<file path="src/rtl/result_streamer_if.sv">
// Bundles the result input, the byte-stream output handshake and status flags.
// The streamer itself is the master; the environment connects to the slave side.
interface result_streamer_if #(
  parameter int MAT_W = 64
);

  logic [MAT_W-1:0] res_mat;
  logic             res_valid;
  logic             out_ready;
  logic [7:0]       data_out;
  logic [1:0]       ctrl_out;
  logic             out_valid;
  logic             busy;
  logic             overflow;
  logic [7:0]       frame_cnt;

  modport master (
    input  res_mat,
    input  res_valid,
    input  out_ready,
    output data_out,
    output ctrl_out,
    output out_valid,
    output busy,
    output overflow,
    output frame_cnt
  );

  modport slave (
    output res_mat,
    output res_valid,
    output out_ready,
    input  data_out,
    input  ctrl_out,
    input  out_valid,
    input  busy,
    input  overflow,
    input  frame_cnt
  );

endinterface

</file>
<file path="src/rtl/result_streamer.sv">
// Streams each 2x2 result as a framed byte sequence: header, MSB-first payload
// bytes, then an XOR checksum. One further result can wait while a frame is in flight.
module result_streamer #(
  parameter logic [7:0] HDR_BYTE = 8'h02,
  parameter int         ELEM_W   = 16
) (
  input logic              CLK,
  input logic              RST,
  result_streamer_if.master bus
);

  localparam int MAT_W  = 4 * ELEM_W;
  localparam int NBYTES = MAT_W / 8;
  localparam int IDX_W  = $clog2(NBYTES);

  localparam logic [IDX_W-1:0] LAST_IDX  = IDX_W'(NBYTES - 1);
  localparam logic [1:0]       CTRL_HDR  = 2'd2;
  localparam logic [1:0]       CTRL_PAY  = 2'd0;
  localparam logic [1:0]       CTRL_CSUM = 2'd1;

  typedef enum logic [1:0] {
    IDLE,
    HDR,
    PAY,
    CSUM
  } state_t;

  state_t           state;
  state_t           state_next;
  logic [IDX_W-1:0] idx;
  logic [IDX_W-1:0] idx_next;
  logic [MAT_W-1:0] active;
  logic [MAT_W-1:0] active_next;
  logic [MAT_W-1:0] pending;
  logic [MAT_W-1:0] pending_next;
  logic             pend_full;
  logic             pend_full_next;
  logic [7:0]       csum;
  logic [7:0]       csum_next;
  logic             overflow;
  logic             overflow_next;
  logic [7:0]       frame_cnt;
  logic [7:0]       frame_cnt_next;

  logic             beat_valid;
  logic             xfer;
  logic             csum_xfer;
  logic [MAT_W-1:0] shifted;
  logic [7:0]       cur_byte;

  assign beat_valid = (state != IDLE);
  assign xfer       = beat_valid & bus.out_ready;
  assign csum_xfer  = (state == CSUM) & xfer;

  // The current payload byte is the top byte after shifting out the bytes already sent.
  assign shifted  = active << {idx, 3'b000};
  assign cur_byte = shifted[MAT_W-1 -: 8];

  always_ff @(posedge CLK) begin
    if (RST) begin
      state     <= IDLE;
      idx       <= '0;
      active    <= '0;
      pending   <= '0;
      pend_full <= 1'b0;
      csum      <= '0;
      overflow  <= 1'b0;
      frame_cnt <= '0;
    end else begin
      state     <= state_next;
      idx       <= idx_next;
      active    <= active_next;
      pending   <= pending_next;
      pend_full <= pend_full_next;
      csum      <= csum_next;
      overflow  <= overflow_next;
      frame_cnt <= frame_cnt_next;
    end
  end

  always_comb begin
    state_next     = state;
    idx_next       = idx;
    active_next    = active;
    pending_next   = pending;
    pend_full_next = pend_full;
    csum_next      = csum;
    overflow_next  = overflow;
    frame_cnt_next = frame_cnt;

    case (state)
      IDLE: begin
        if (bus.res_valid) begin
          active_next = bus.res_mat;
          csum_next   = '0;
          state_next  = HDR;
        end
      end
      HDR: begin
        if (xfer) begin
          idx_next   = '0;
          state_next = PAY;
        end
      end
      PAY: begin
        if (xfer) begin
          csum_next = csum ^ cur_byte;
          idx_next  = idx + 1'b1;
          if (idx == LAST_IDX) begin
            state_next = CSUM;
          end
        end
      end
      CSUM: begin
        // Finishing a frame chains straight into the next one when a result is waiting.
        if (xfer) begin
          frame_cnt_next = frame_cnt + 8'd1;
          csum_next      = '0;
          if (pend_full) begin
            active_next = pending;
            state_next  = HDR;
            if (bus.res_valid) begin
              pending_next = bus.res_mat;
            end else begin
              pend_full_next = 1'b0;
            end
          end else if (bus.res_valid) begin
            active_next = bus.res_mat;
            state_next  = HDR;
          end else begin
            state_next = IDLE;
          end
        end
      end
      default: begin
        state_next = IDLE;
      end
    endcase

    if (beat_valid && !csum_xfer && bus.res_valid) begin
      if (!pend_full) begin
        pending_next   = bus.res_mat;
        pend_full_next = 1'b1;
      end else begin
        overflow_next = 1'b1;
      end
    end
  end

  always_comb begin
    bus.data_out = 8'h00;
    bus.ctrl_out = CTRL_PAY;
    case (state)
      HDR: begin
        bus.data_out = HDR_BYTE;
        bus.ctrl_out = CTRL_HDR;
      end
      PAY: begin
        bus.data_out = cur_byte;
        bus.ctrl_out = CTRL_PAY;
      end
      CSUM: begin
        bus.data_out = csum;
        bus.ctrl_out = CTRL_CSUM;
      end
      default: begin
        bus.data_out = 8'h00;
        bus.ctrl_out = CTRL_PAY;
      end
    endcase
  end

  assign bus.out_valid = beat_valid;
  assign bus.busy      = beat_valid;
  assign bus.overflow  = overflow;
  assign bus.frame_cnt = frame_cnt;

endmodule

</file>
<file path="src/flat_wrapper.sv">
// flat-port wrapper written by rule: the top's interface ports become plain ports
module result_streamer_flat 
#(
  parameter logic [7:0] HDR_BYTE = 8'h02,
  parameter int         ELEM_W   = 16
)
  (CLK, RST, bus_res_mat, bus_res_valid, bus_out_ready, bus_data_out, bus_ctrl_out, bus_out_valid, bus_busy, bus_overflow, bus_frame_cnt);
  result_streamer_if #(.MAT_W(64)) bus_i ();
  input logic CLK;
  input logic RST;
  input wire logic [$bits(bus_i.res_mat)-1:0] bus_res_mat;
  input wire logic [$bits(bus_i.res_valid)-1:0] bus_res_valid;
  input wire logic [$bits(bus_i.out_ready)-1:0] bus_out_ready;
  output wire logic [$bits(bus_i.data_out)-1:0] bus_data_out;
  output wire logic [$bits(bus_i.ctrl_out)-1:0] bus_ctrl_out;
  output wire logic [$bits(bus_i.out_valid)-1:0] bus_out_valid;
  output wire logic [$bits(bus_i.busy)-1:0] bus_busy;
  output wire logic [$bits(bus_i.overflow)-1:0] bus_overflow;
  output wire logic [$bits(bus_i.frame_cnt)-1:0] bus_frame_cnt;
  assign bus_i.res_mat = bus_res_mat;
  assign bus_i.res_valid = bus_res_valid;
  assign bus_i.out_ready = bus_out_ready;
  assign bus_data_out = bus_i.data_out;
  assign bus_ctrl_out = bus_i.ctrl_out;
  assign bus_out_valid = bus_i.out_valid;
  assign bus_busy = bus_i.busy;
  assign bus_overflow = bus_i.overflow;
  assign bus_frame_cnt = bus_i.frame_cnt;
  result_streamer #(.HDR_BYTE(HDR_BYTE), .ELEM_W(ELEM_W)) u_core (.CLK(CLK), .RST(RST), .bus(bus_i));
endmodule
</file>
<file path="config.mk">
export PLATFORM = sky130hd
export DESIGN_NAME = result_streamer_flat
export DESIGN_NICKNAME = d
export VERILOG_FILES = /design/src/rtl/result_streamer_if.sv /design/src/rtl/result_streamer.sv /design/src/flat_wrapper.sv
export SDC_FILE = /design/constraint.sdc
export NUM_CORES = 1
export LEC_CHECK = 0
export CORE_ASPECT_RATIO = 1.2
export CORE_MARGIN = 2
export CORE_UTILIZATION = 50
export CTS_CLUSTER_SIZE = 16
export DETAILED_ROUTE_END_ITERATION = 8
export PLACE_DENSITY = 0.75
export SYNTH_ARGS = -nofsm -noshare
export SYNTH_HDL_FRONTEND = slang
export SYNTH_SLANG_ARGS = --single-unit
</file>
<file path="constraint.sdc">
create_clock -name CLK -period 2.3 [get_ports CLK]
set_clock_uncertainty 0.1 [all_clocks]
set_input_delay 0.69 -clock CLK [delete_from_list [all_inputs] [get_ports CLK]]
set_output_delay 0.69 -clock CLK [all_outputs]
set_load 0.05 [all_outputs]
</file>
==> run summary, run 1 <==
The total detailed-routing wirelength was 20400 um; the routed length per placed instance was 17.9 um. Hold repair after CTS inserted 0 buffers. The average instance in the mapped netlist occupies 9.08 sq um.

Measured along the x axis, the die boundary spans 116 um. For this run, the leading register cell type out of synthesis is dfxtp_1. The critical path startpoint category was a flop. The final reports fail on negative setup slack. The standard-cell row count was 49. In this run, synthesis inferred 0 flip-flops with an integrated enable. Synthesis produced 826 cells. The detailed router placed 6405 vias in this run.

After detailed routing, the number of remaining DRC violations is 0. The logs give 14800 sq um for the floorplan core area and 469 for the detailed router's first-iteration violation count. The setup check on the worst reg-to-reg path leaves a slack of 0 ns. Synthesis produced a netlist with a net count of 904.

Pin placement for this block handled 89 I/O pins. The minimum setup slack in the final design came out at -0.674 ns. Summing every instance area after synthesis gives 7500 sq um. Number of antenna violations at the first check in global routing: 0. Final non-filler cell total: 1142. The tightest min-delay check is of the flop to flop type. The type of the worst setup path is flop to output pin. The tools report the count of antenna diodes in the layout as 0. The worst hold path stage count is 2, and the total number of yosys warnings is 0. The final count of hold timing violations is 0.

The number of placed cells counting well taps is 1082, and the count of input and output buffers is 88. STA classifies the critical path endpoint as an output pin. The run gives 336 MHz as the maximum clock rate. Setup repair after global routing could not meet its margin everywhere. The final critical-path required period works out to 2.97 ns. The first global-routing pass estimated 30600 um of wire. The first TritonRoute pass finished after 6 iterations.

Measured along the y axis, the die boundary spans 138 um. The share of the core filled with cells was 0.665. The data arrival time at the worst-slack endpoint was 2.18 ns; the final-report setup violation count was 8. The leakage dissipation was 0.00367 uW; the clock-pin transition on the worst setup and hold timing paths was 0.06 ns. TritonCTS built the clock tree. STA puts the critical path data required time at 1.51 ns. IR analysis of the VDD net gives a maximum drop of 0.642 mV. The post-route fraction of the period consumed by the critical path is 1.29, and the weighted congestion at the end of routability-driven global placement is 0.829. The tools report the maximum clock insertion buffer count as 2. Synthesis inferred 151 register bits. The worst register-to-register path ends at u_core.pending[36].

The flow ran to the end, but the final reports show violations. Dividing the detail-routed via count by the number of cells gives 5.61. The net count of the finished layout is 1003.

The via count of the first global-routing pass was 5816; the share of post-route cells with drive strength above 1 was 0.186. The number of max-capacitance violations reported was 0. Clock latency on the worst-skew pair, taken at its later pin, is 0.43 ns. The number of buffers created by CTS is 17. The tightest hold path in the finished design has a slack of 0.371 ns.

CTS saw 151 sinks. The layout filler cell count was 1169; the number of nets with antenna violations after routing was 0. The run gives 0.594 as the tightest slew margin relative to the limit. For the final routed database, the setup TNS stands at -5.15 ns. The path with the worst hold slack has its endpoint at u_core.pending[30]. The proportion of synthesized chip area in sequential cells is 0.403.

The actual slew at the worst max-slew pin is 0.609 ns. Cell area power density: 1100 nW/um^2. The tools report the number of pins with negative max-slew slack in the final report as 0. The overall fraction of global-route tracks in use is 0.242, and the pin count of the biggest net entering global routing is 132. Count of distinct cell types in the synthesized netlist: 44. The maximum fanout along the worst path was 4.

Detailed placement ended at an HPWL of 12800 um. The startpoint identified for the worst register-to-register timing path is u_core.state[0]. The layout-stage area growth over the synthesis result is 31.4%. The async set-or-reset flop fraction in the synthesized netlist is 0, and the overflow left after global routing is 0.

The startpoint of the most critical hold path is u_core.pending[30]. The tools report the total number of H-tree levels as 4. The initial standard-cell utilization of the core was 0.506. The root buffer cell is clkbuf_16.

The cell depth of the worst flop-to-flop path works out to 9. The die covers 16000 sq um.
==> worst max-delay path, cell delays in order, from the launching register on <==
cell     delay, ns
dfxtp_4       0.41
buf_12        0.13
mux4_2        0.51
mux2_4        0.29
a22oi_2       0.18
a21oi_4       0.08
buf_6         0.16
==> flip-flops by register name, indices dropped and copies added (netlist names) <==
register	cells
u_core.idx	3
u_core.bus.overflow	1
u_core.active	64
u_core.pend_full	1
u_core.csum	8
u_core.state	2
u_core.bus.frame_cnt	8
u_core.pending	64
==> layout by cell type, fill, tap and decap left out, types with 3 or more instances in the layout <==
master and n:
xor2_1 6, a21oi_1 13, dfxtp_1 147, a22oi_2 8, nor2_4 7, o21ai_0 4, ha_1 8, clkbuf_1 3
nand4_1 5, nor2_1 77, buf_12 19, mux4_2 14, clkbuf_16 21, nand2_1 73, dlygate4sd2_1 3, clkbuf_8 4
clkinv_2 5, nand3_1 63, or2_2 4, mux2i_1 67, inv_1 3, a311oi_1 63, nand2b_1 138, mux2_4 8
buf_6 16, buf_4 47, a31oi_1 9, clkdlybuf4s50_1 66
==> power by group <==
group / leakage [uW] / switching (uW) / internal [uW]
sequential: 0.00124 / 564 / 3300
combinational: 0.00216 / 2180 / 2120
clock: 0.000280 / 1090 / 1590
total: 0.00367 / 3830 / 7020
==> kinds of logic (layout without fill, tap and decap cells) <==
kind of cell,after synthesis,after routing,share of synthesized area
buf+inv,81,193,0.0527
mux,91,91,0.154
flops,151,151,0.403
simple gates,381,381,0.256
xor+xnor,7,7,0.00817
compound gates,105,105,0.109
fa+ha+maj,10,10,0.0167
==> cells in the mapped netlist (2+ instances only) <==
| cell type | instances | area (sq um) |
|---|---|---|
| a211oi_1 | 2 | 15.0 |
| a21oi_1 | 14 | 70.1 |
| a22oi_1 | 8 | 60.1 |
| a311oi_1 | 63 | 552 |
| a31oi_1 | 9 | 56.3 |
| and3_1 | 2 | 12.5 |
| buf_2 | 13 | 65.1 |
| buf_4 | 7 | 52.6 |
| buf_6 | 2 | 22.5 |
| clkbuf_1 | 51 | 191 |
| dfxtp_1 | 151 | 3020 |
| ha_1 | 10 | 125 |
| inv_1 | 4 | 15.0 |
| mux2_2 | 8 | 90.1 |
| mux2i_1 | 67 | 671 |
| mux4_1 | 9 | 236 |
| mux4_2 | 7 | 158 |
| nand2_1 | 74 | 278 |
| nand2b_1 | 138 | 863 |
| nand3_1 | 63 | 315 |
| nand3b_1 | 2 | 15.0 |
| nand4_1 | 5 | 31.3 |
| nor2_1 | 84 | 315 |
| o21ai_0 | 4 | 20.0 |
| or2_2 | 4 | 25.0 |
| or3_1 | 2 | 12.5 |
| xor2_1 | 6 | 52.6 |
==> timing repair <==
action                     CTS  global route
pin swaps                   14             8
buffers inserted             8            12
resized for setup           31            14
gates cloned                 1             7
setup endpoints to repair   13            73
==> through the flow <==
stage | cell area (sq um) | power, uW | setup slack [ns]
after global routing | 9860 | 11300 | -0.725
after CTS | 9570 | 10400 | -0.686
after global placement | 8860 | 7570 | -0.351
after detailed placement | 8860 | 7630 | -0.387
after floorplan | 7620 | 6160 | -0.156
final | 9860 | 10800 | -0.674
==> how the worst max path moves through the flow <==
stage	endpoint	startpoint	slack, ns
6_report	bus_data_out[1]	u_core.idx[0]	-0.67
5_1_grt	bus_data_out[1]	u_core.idx[0]	-0.73
4_1_cts	bus_data_out[1]	u_core.idx[0]	-0.69
3_5_place_dp	bus_data_out[3]	u_core.idx[0]	-0.39
3_3_place_gp	bus_data_out[5]	u_core.idx[0]	-0.35
2_1_floorplan	bus_data_out[1]	u_core.idx[0]	-0.16
==> per-layer routing <==
metal / vias up / part of all wire / wire, um / track usage
li1: 3108 / - / - / -
met2: 182 / 0.49 / 10000 / 0.387
met5: - / 0 / 0 / 0
met4: 0 / 0.034 / 686 / 0.0996
met1: 3075 / 0.42 / 8630 / 0.312
met3: 40 / 0.052 / 1050 / 0.0605
==> final cells by class <==
cell class,count,area [sq um],area share
sequential,151,3030,0.308
timing repair buffer,157,1740,0.177
inverter,4,15.0,0.00152
clock buffer,24,492,0.0499
clock inverter,8,71.3,0.00723
tap,204,255,0.0259
multi-input combinational,594,4250,0.431
No activity file was read; power rests on OpenSTA's default activity.
==> inputs of run 2 (changes only) <==
--- a/config.mk
+++ b/config.mk
@@ -7,10 +7,9 @@
 export LEC_CHECK = 0
 export CORE_ASPECT_RATIO = 1.2
 export CORE_MARGIN = 2
-export CORE_UTILIZATION = 50
+export CORE_UTILIZATION = 30
 export CTS_CLUSTER_SIZE = 16
 export DETAILED_ROUTE_END_ITERATION = 8
-export PLACE_DENSITY = 0.75
 export SYNTH_ARGS = -nofsm -noshare
 export SYNTH_HDL_FRONTEND = slang
 export SYNTH_SLANG_ARGS = --single-unit
==> run 2 against run 1 <==
Compared with the run above:
- the flow still finishes with violations (negative setup slack)
- critical path depth is 1 higher
- highest routed layer unchanged
- clock-buffer cell count is 5 lower
- sequential power hardly changed
- largest power group unchanged
- register-to-register slack better by 0.15 ns
- sequential cell count unchanged
==> run summary, run 2 (synthesis gave the netlist of run 1 again) <==
Using the TritonRoute via totals, the vias-per-cell ratio works out to 4.92. The run finished, with violations left. The final reports fail on negative setup slack. The worst-case IR drop observed on VDD is 0.381 mV. The logs give 0.400 for the share of the core filled with cells and 0 for the DRC violations left.

The data arrival time at the worst-slack endpoint was 2.20 ns; the net count reported at finish was 994. TritonCTS built the clock tree. The die covers 26300 sq um.

The minimum setup slack in the final design was -0.687 ns. OpenSTA, run right after detailed placement, puts the worst setup slack at -0.428 ns. STA classifies the critical path startpoint as a flop. HPWL after detailed placement: 14600 um. The height of the die came out at 177 um. TritonCTS created 17 clock buffers. Derived from the worst setup path, the maximum achievable clock frequency is 335 MHz. The run gives 1.51 ns as the required time at the worst-slack endpoint. The post-route fraction of the period consumed by the critical path came out at 1.30. The floorplan step set the die width to 148 um. The first detailed-routing pass took 4 iterations.

The layout has 2454 filler cells. The final count of hold timing violations came out at 0. The tightest slew margin relative to the limit was 0.566. The number of antenna violations at the first check in global routing came out at 0. The tools report the total power draw as 10700 uW. The number of hold buffers added after CTS was 0.

Clock-pin slew was measured on the worst setup and hold paths at 0.06 ns. The number of max-capacitance violations reported came out at 0. In the layout the commonest cells are dfxtp_1 (147), nand2b_1 (138), nor2_1 (77). For this design the ratio of total power to cell area is 1080 nW/um^2.

Once detail routing completed, the nets flagged for antenna violations numbered 0. The largest registers in the layout are u_core.active x64, u_core.pending x64. After layout, the minimum clock period comes to 2.99 ns. The worst setup path is captured at an output pin.

The logs give 0.823 for the weighted congestion at the end of routability-driven global placement and 0 for the overflow left after global routing. The class of the tightest hold or removal check was flop to flop. Setup repair after global routing could not meet its margin everywhere. In this run, the number of DRC markers left after iteration 0 of detailed routing was 340. The overall fraction of global-route tracks in use is 0.160, and the initial standard-cell utilization of the core is 0.304. For the clock sink count, the log shows 151.

The total area inside the core boundary comes to 24700 sq um. Setup violations remaining at the end of the flow were counted as 8. Leaving out fill and tap cells, the most frequent cell in the layout is dfxtp_1.

The maximum fanout along the worst path was 5; the routed length per placed instance was 16.3 um. The type of the worst setup path is flop to output pin. The actual slew at the worst max-slew pin is 0.651 ns, and the standard-cell row count is 63. The tree is rooted in a clkbuf_16.

The final layout contains routed wiring with a total length of 20400 um. Share of post-route cells with drive strength above 1: 0.178. The first global-routing pass estimated 32900 um of wire. The count of antenna diodes in the layout was 0; the latest clock arrival within the worst-skew pair was 0.43 ns. In this run the static leakage power is 0.00362 uW.

The run gives 6164 as the count of vias placed by the detailed router. Entering global routing, the biggest net connects 78 pins. The number of pins with negative max-slew slack in the final report was 0; the count of input and output buffers was 88. The clock passes through at most 2 buffers. The clock tree synthesis step divided the H-tree into 4 levels. 89 I/O pins were placed.

The via count of the first global-routing pass came out at 5994. The layout-stage area growth over the synthesis result came out at 31.4%.
-- run 2: cell types whose count changed in the layout (fill, tap and decap cells not counted), moves of 3 or more --
cell,change
buf_4,+6
buf_6,-8
clkbuf_16,-4
inv_6,+3
clkbuf_1,-3
mux4_1,+4
mux4_2,-4
clkinv_4,+3
-- run 2: worst paths after layout --
kind | end | slack (ns) | startpoint | cells past startpoint
worst max-delay path | bus_data_out[4] | -0.69 | u_core.idx[0] | 7
worst min-delay path | u_core.pending[25] | 0.37 | u_core.pending[25] | 2
worst max register to register | u_core.active[56] | 0.15 | u_core.state[1] | 6
worst min register to register | u_core.pending[25] | 0.37 | u_core.pending[25] | 2
-- run 2: layout make-up --
cell class / instances / area, sq um / share of cell area
clock buffers: 19 / 453 / 0.0459
clock inverters: 13 / 144 / 0.0146
inverters: 4 / 17.5 / 0.00178
flip-flops and latches: 151 / 3030 / 0.308
multi-input cells: 594 / 4250 / 0.431
repair buffers: 148 / 1560 / 0.158
well taps: 325 / 407 / 0.0412
-- run 2: worst max-delay path, stage by stage, from the launching register on --
cell and delay, ns:
dfxtp_4 0.37, buf_12 0.12, buf_12 0.11, mux4_2 0.50, mux2_4 0.30, a22oi_2 0.18
nor2_4 0.05, buf_6 0.15
-- run 2: layer usage --
metal	global-route usage	wire [um]	vias to the layer above
met5	0	0	-
met4	0.0647	538	0
met3	0.0286	746	26
met2	0.270	10100	113
met1	0.201	9040	2932
li1	-	-	3093
-- run 2: report_power, final --
| group | switching, uW | internal, uW | total, uW |
|---|---|---|---|
| Clock | 1150 | 1670 | 2820 |
| Combinational | 2070 | 1930 | 4000 |
| Sequential | 553 | 3300 | 3850 |
| Total | 3770 | 6890 | 10700 |
-- run 2: timing repair --
item,in CTS,in global routing
endpoints found under the setup margin,11,10
pin swaps,12,7
gates resized for setup,23,5
setup buffers,5,1
-- run 2: through the flow --
| stage | cells | TNS [ns] | hold WS (ns) | area, sq um |
|---|---|---|---|---|
| floorplan | 826 | -1.04 | 0.339 | 7620 |
| global placement | 1216 | -34.96 | 0.358 | 9150 |
| detailed placement | 1216 | -34.63 | 0.365 | 9150 |
| CTS | 1253 | -5.71 | 0.376 | 9850 |
| global route | 1254 | -5.82 | 0.389 | 9860 |
| finish | 1254 | -5.26 | 0.371 | 9860 |
